**config.mk**
```make
export PLATFORM = sky130hd
export DESIGN_NAME = dff_serializer
export DESIGN_NICKNAME = d
export VERILOG_FILES = /design/src/rtl/flop_defs.sv /design/src/rtl/dff_ar_n.sv /design/src/rtl/dff_serializer.sv
export SDC_FILE = /design/constraint.sdc
export NUM_CORES = 1
export LEC_CHECK = 0
export CAP_MARGIN = 20
export CORE_MARGIN = 2
export CORE_UTILIZATION = 53
export CTS_BUF_LIST = sky130_fd_sc_hd__clkbuf_8
export DETAILED_ROUTE_END_ITERATION = 8
export PLACE_DENSITY = 0.86
export SYNTH_ARGS = -nofsm -noshare
export SYNTH_HDL_FRONTEND = slang
export SYNTH_SLANG_ARGS = --single-unit
export TNS_END_PERCENT = 20
```
**constraint.sdc**
```tcl
create_clock -name clk -period 3.5 [get_ports clk]
set_input_delay 0.7 -clock clk [delete_from_list [all_inputs] [get_ports clk]]
set_output_delay 0.7 -clock clk [all_outputs]
set_load 0.005 [all_outputs]
```
**src/rtl/flop_defs.sv**
```systemverilog
// Shared definitions for the flip-flop block family.
// - state_e   : serializer FSM encodings (IDLE/SHIFT/GAP)
// - GAP_CNT_W : width of the post-frame gap counter (covers 0..15)
// - cnt_w()   : bit-counter width for a given word width
package flop_defs;

  typedef enum logic [1:0] {
    IDLE  = 2'd0,
    SHIFT = 2'd1,
    GAP   = 2'd2
  } state_e;

  localparam int GAP_CNT_W = 4;

  // One extra bit over clog2 so the counter can hold WIDTH itself,
  // which marks the frame-end cycle.
  function automatic int cnt_w(input int width);
    return $clog2(width) + 1;
  endfunction

endpackage

```
**src/rtl/dff_ar_n.sv**
```systemverilog
// Single D flip-flop with asynchronous active-low reset.
// Ports:
//   clk   in  : rising-edge clock
//   rst_n in  : async active-low reset, forces q to RST_VAL
//   d     in  : data
//   q     out : registered data
//   qbar  out : ~q at all times, including during reset
module dff_ar_n #(
  parameter bit RST_VAL = 1'b0
) (
  input  logic clk,
  input  logic rst_n,
  input  logic d,
  output logic q,
  output logic qbar
);

  always_ff @(posedge clk or negedge rst_n) begin
    if (!rst_n) q <= RST_VAL;
    else        q <= d;
  end

  assign qbar = ~q;

endmodule

```
**src/rtl/dff_serializer.sv**
```systemverilog
// Parallel-in, serial-out transmitter (driving end of the D/Q interface).
// A WIDTH-bit word is accepted on load_valid && load_ready and shifted out
// one bit per clock, followed by a one-cycle done pulse and an optional gap.
// Ports:
//   clk, rst_n  : rising-edge clock, async active-low reset
//   din         : parallel word, sampled only on handshake
//   load_valid  : din is valid
//   load_ready  : state decode, high in IDLE
//   sout/sout_n : registered serial bit and its complement
//   sframe      : registered, high while sout carries a payload bit
//   busy        : state decode, high in SHIFT or GAP
//   done        : registered one-cycle pulse at frame end
module dff_serializer
  import flop_defs::*;
#(
  parameter int WIDTH      = 8,
  parameter bit MSB_FIRST  = 1'b1,
  parameter int GAP_CYCLES = 0
) (
  input  logic             clk,
  input  logic             rst_n,
  input  logic [WIDTH-1:0] din,
  input  logic             load_valid,
  output logic             load_ready,
  output logic             sout,
  output logic             sout_n,
  output logic             sframe,
  output logic             busy,
  output logic             done
);

  localparam int                    CW       = cnt_w(WIDTH);
  localparam logic [CW-1:0]         CNT_LAST = CW'(WIDTH);
  localparam logic [GAP_CNT_W-1:0]  GAP_LAST =
    (GAP_CYCLES > 0) ? GAP_CNT_W'(GAP_CYCLES - 1) : '0;

  state_e               state_q, state_d;
  logic [WIDTH-1:0]     shreg_q, shreg_d, shifted;
  logic [CW-1:0]        cnt_q, cnt_d;
  logic [GAP_CNT_W-1:0] gap_q, gap_d;
  logic                 sframe_q, sframe_d;
  logic                 done_q, done_d;
  logic                 sout_d;

  // The register always holds the word with the next bit to send at the
  // "first" end, so sout is just that end of the next-state value.
  assign shifted = MSB_FIRST ? {shreg_q[WIDTH-2:0], 1'b0}
                             : {1'b0, shreg_q[WIDTH-1:1]};

  always_comb begin
    state_d  = state_q;
    shreg_d  = shreg_q;
    cnt_d    = cnt_q;
    gap_d    = gap_q;
    sout_d   = 1'b0;
    sframe_d = 1'b0;
    done_d   = 1'b0;
    unique case (state_q)
      IDLE: begin
        if (load_valid) begin
          shreg_d  = din;
          sout_d   = MSB_FIRST ? din[WIDTH-1] : din[0];
          sframe_d = 1'b1;
          cnt_d    = CW'(1);
          state_d  = SHIFT;
        end
      end
      SHIFT: begin
        if (cnt_q == CNT_LAST) begin
          // Frame end: payload gone, pulse done, counters wrap.
          shreg_d = '0;
          cnt_d   = '0;
          gap_d   = '0;
          done_d  = 1'b1;
          state_d = (GAP_CYCLES > 0) ? GAP : IDLE;
        end else begin
          shreg_d  = shifted;
          sout_d   = MSB_FIRST ? shifted[WIDTH-1] : shifted[0];
          sframe_d = 1'b1;
          cnt_d    = cnt_q + CW'(1);
        end
      end
      GAP: begin
        if (gap_q == GAP_LAST) begin
          gap_d   = '0;
          state_d = IDLE;
        end else begin
          gap_d = gap_q + GAP_CNT_W'(1);
        end
      end
      default: state_d = IDLE;
    endcase
  end

  always_ff @(posedge clk or negedge rst_n) begin
    if (!rst_n) begin
      state_q  <= IDLE;
      shreg_q  <= '0;
      cnt_q    <= '0;
      gap_q    <= '0;
      sframe_q <= 1'b0;
      done_q   <= 1'b0;
    end else begin
      state_q  <= state_d;
      shreg_q  <= shreg_d;
      cnt_q    <= cnt_d;
      gap_q    <= gap_d;
      sframe_q <= sframe_d;
      done_q   <= done_d;
    end
  end

  dff_ar_n #(.RST_VAL(1'b0)) u_sout (
    .clk  (clk),
    .rst_n(rst_n),
    .d    (sout_d),
    .q    (sout),
    .qbar (sout_n)
  );

  assign load_ready = (state_q == IDLE);
  assign busy       = (state_q != IDLE);
  assign sframe     = sframe_q;
  assign done       = done_q;

endmodule

```
==> flow_metrics.py <==
metrics = {
    "worst_setup_path": {
        "r2r_end": "u_sout.q$_DFF_PN0_",
        "ff2ff_path_depth": 5,
        "criticalPathCategory": "reg -> out",
        "r2r_start": "cnt_q[0]$_DFFE_PN0P_",
        "cp_data_required_time_ns": 2.80,
        "crit_path_cell_trace": "inv_1 -> clkdlybuf4s50_1",
        "critical-path-max-stage-delay_ns": 0.66,
        "slowest_stage": "dfrtp_1",
        "crit_buf_inv": 2,
        "cp_max_fo": 17,
        "critPathArrivalTime_ns": 1.52,
        "critical_path.top_delay_family": "flip-flops",
        "crit_path_end_kind": "output pin",
        "r2r_slack_ns": 2.15,
        "start_kind": "flip-flop",
    },
    "timing": {
        "drv_slew": 0,
        "min_period_ns": 2.217,
        "rsz0062_at_grt": "false",
        "whs_ns": 0.4867,
        "finalSetupTns_ns": 0,
        "fmax_mhz": 451.0,
        "tightest_slew_ns": 0.6552,
        "setup_viol": 0,
        "slew_headroom_pct": 56.18,
        "min_period_over_period_pct": 63.34,
        "skew_ns": 0.001888,
        "hold_viol_final": 0,
    },
    "route": {
        "drt_first_pass_iters": 4,
        "first_iter_violations": 3,
        "vias": 495,
        "drc": 0,
        "wl_per_cell_um": 14.94,
        "wirelength_um": 1300,
        "ant_nets": 0,
        "avgViaCountPerCell": 5.690,
    },
    "finish": {
        "antenna_cells": 0,
        "fillers": 78,
        "multi_input_area_um2": 275.3,
        "drive_above_1_share_pct": 6.849,
        "register_area_um2": 375.4,
        "layout.nets": 87,
        "area_growth_syn_to_layout_pct": 29.33,
    },
    "synth": {
        "avgSynthCellArea_um2": 12.27,
        "synth_area_um2": 686.9,
        "syn_nets": 69,
        "yosysUniqueCellTypes": 17,
        "async_flop_share_pct": 100.0,
        "synth-seq-cells": 15,
        "syn_inst": 56,
        "synth_flop_cell": "dfrtp_1",
        "synth_warnings": 0,
        "synth_edf_count": 0,
        "ys_seq_area_share_pct": 54.64,
    },
    "clocking": {
        "cts_tree": "done",
        "cts_resized": 0,
        "clkLatencyLatePin_ns": 0.24,
        "cts_hold_buf": 0,
        "cts_buffers": 3,
        "cts_sinks": 15,
        "cts_buffer_depth": 2,
        "ctsRootBufferMaster": "clkbuf_8",
        "cts_setup_buffers": 0,
        "htree_levels": 1,
        "clk_pin_slew_ns": 0.06,
    },
    "grt": {
        "grt_max_degree": 18,
        "antenna_found_initial": 0,
        "grt_pass1_wl_um": 2235,
        "grt_pass1_vias": 513,
        "grt_usage_pct": 22.13,
        "gr-max-usage-layer": "met2",
        "met3_usage_pct": 5.000,
        "use_met2_pct": 37.50,
        "grt_use_met1_pct": 25.27,
        "grt_overflow": 0,
    },
    "die": {
        "die_w_um": 40,
        "start_util_pct": 59.42,
        "die_h_um": 40,
        "die_area_mm2": 0.001600,
        "num_rows": 12,
        "coreArea_mm2": 0.001156,
        "io-pin-count": 17,
    },
    "hold_path": {
        "holdPathEnd": "shreg_q[3]$_DFFE_PN0P_",
        "whs_path_depth": 1,
        "min_path_type": "reg -> reg",
        "min-delay-start": "shreg_q[2]$_DFFE_PN0P_",
    },
    "placed_design": {
        "portBuffers": 16,
        "gp_congestion": 0.7674,
    },
    "outcome": {
        "status": "complete, no violations",
    },
    "run": {
        "drv_cap": 0,
    },
    "power_and_ir_drop": {
        "ir_drop_mv": 0.4135,
        "leakagePower_uw": 0.0004232,
        "pwr_density_cell_mw_per_mm2": 738.8,
    },
}
==> metrics by stage <==
stage               power [uW]  instances  util (%)  setup slack [ns]  cell area, um2
floorplan                449.6         56         -             2.133           686.9
global placement         515.2         83     72.94             1.457           843.3
detailed placement       527.9         83     72.94             1.403           843.3
CTS                      663.5         87     76.84             1.291           888.4
global route             711.7         87     76.84             1.167           888.4
finish                   656.3         87     76.84             1.283           888.4
==> logic make-up (layout without fill, tap and decap cells) <==
group                    count (synthesis)  after routing  synth area share, %
flip-flops                              15             15                54.64
AO/OA/AOI/OAI                           12             12                14.03
AND/OR/NAND/NOR                         12             12                10.75
multiplexers                             8              8                11.66
buffers and inverters                    7             24                5.282
adder cells (fa/ha/maj)                  2              2                3.642
==> cell usage after synthesis, types with 2 or more instances <==
master | n | share of area, %
dfrtp_1 | 15 | 55
mux2i_1 | 8 | 12
o2bb2ai_1 | 7 | 8.9
nor2_1 | 6 | 3.3
inv_1 | 4 | 2.2
buf_2 | 2 | 1.5
ha_1 | 2 | 3.6
nand3_1 | 2 | 1.5
o21ai_0 | 2 | 1.5
==> state kept, by name, indices dropped and copies added, names as in the netlist <==
register / count
sframe: 1
state_q: 1
done: 1
u_sout.q: 1
cnt_q: 4
shreg_q: 7
==> layout by cell type (no fill, tap or decap) <==
| cell type | Yosys | final |
|---|---|---|
| o2bb2ai_1 | 7 | 7 |
| mux2i_1 | 8 | 8 |
| and2_4 | 1 | 1 |
| o21ai_0 | 2 | 2 |
| ha_1 | 2 | 2 |
| nand3b_4 | 1 | 1 |
| nand3_1 | 2 | 2 |
| inv_1 | 4 | 5 |
| nand4_1 | 1 | 1 |
| nor2_1 | 6 | 6 |
| a31oi_1 | 1 | 1 |
| a32o_1 | 1 | 1 |
| nor2b_1 | 1 | 1 |
| clkdlybuf4s50_1 | 0 | 16 |
| dfrtp_1 | 15 | 15 |
| a22o_1 | 1 | 1 |
| clkbuf_8 | 0 | 3 |
==> final cells by class <==
class                      count  area share, %
multi-input combinational     34          30.99
clock buffer                   3          4.648
inverter                       4          1.690
sequential                    15          42.25
tap                           14          1.972
clock inverter                 1         0.4225
timing repair buffer          16          18.03
==> per-layer routing <==
metal	wire [um]	vias up
li1	-	236
met1	580	241
met2	633	16
met3	72	2
met4	13	0
met5	0	-
==> report_power, final <==
part	switching (uW)	leakage [uW]	internal [uW]
clock	53.9	0.0000269	77.4
combinational	92.9	0.000206	133
sequential	64.5	0.000190	234
==> worst max-delay path by stage <==
| stage | start | endpoint | slack [ns] | depth (start not counted) |
|---|---|---|---|---|
| 3_3_place_gp | load_valid | cnt_q[2]$_DFFE_PN0P_ | 1.46 | 4 |
| 2_1_floorplan | load_valid | cnt_q[2]$_DFFE_PN0P_ | 2.13 | 4 |
| 4_1_cts | state_q[0]$_DFFE_PN0P_ | load_ready | 1.29 | 2 |
| 3_5_place_dp | load_valid | cnt_q[2]$_DFFE_PN0P_ | 1.40 | 4 |
| 6_report | state_q[0]$_DFFE_PN0P_ | load_ready | 1.28 | 2 |
| 5_1_grt | state_q[0]$_DFFE_PN0P_ | load_ready | 1.17 | 2 |
No activity file was read; power rests on OpenSTA's default activity.
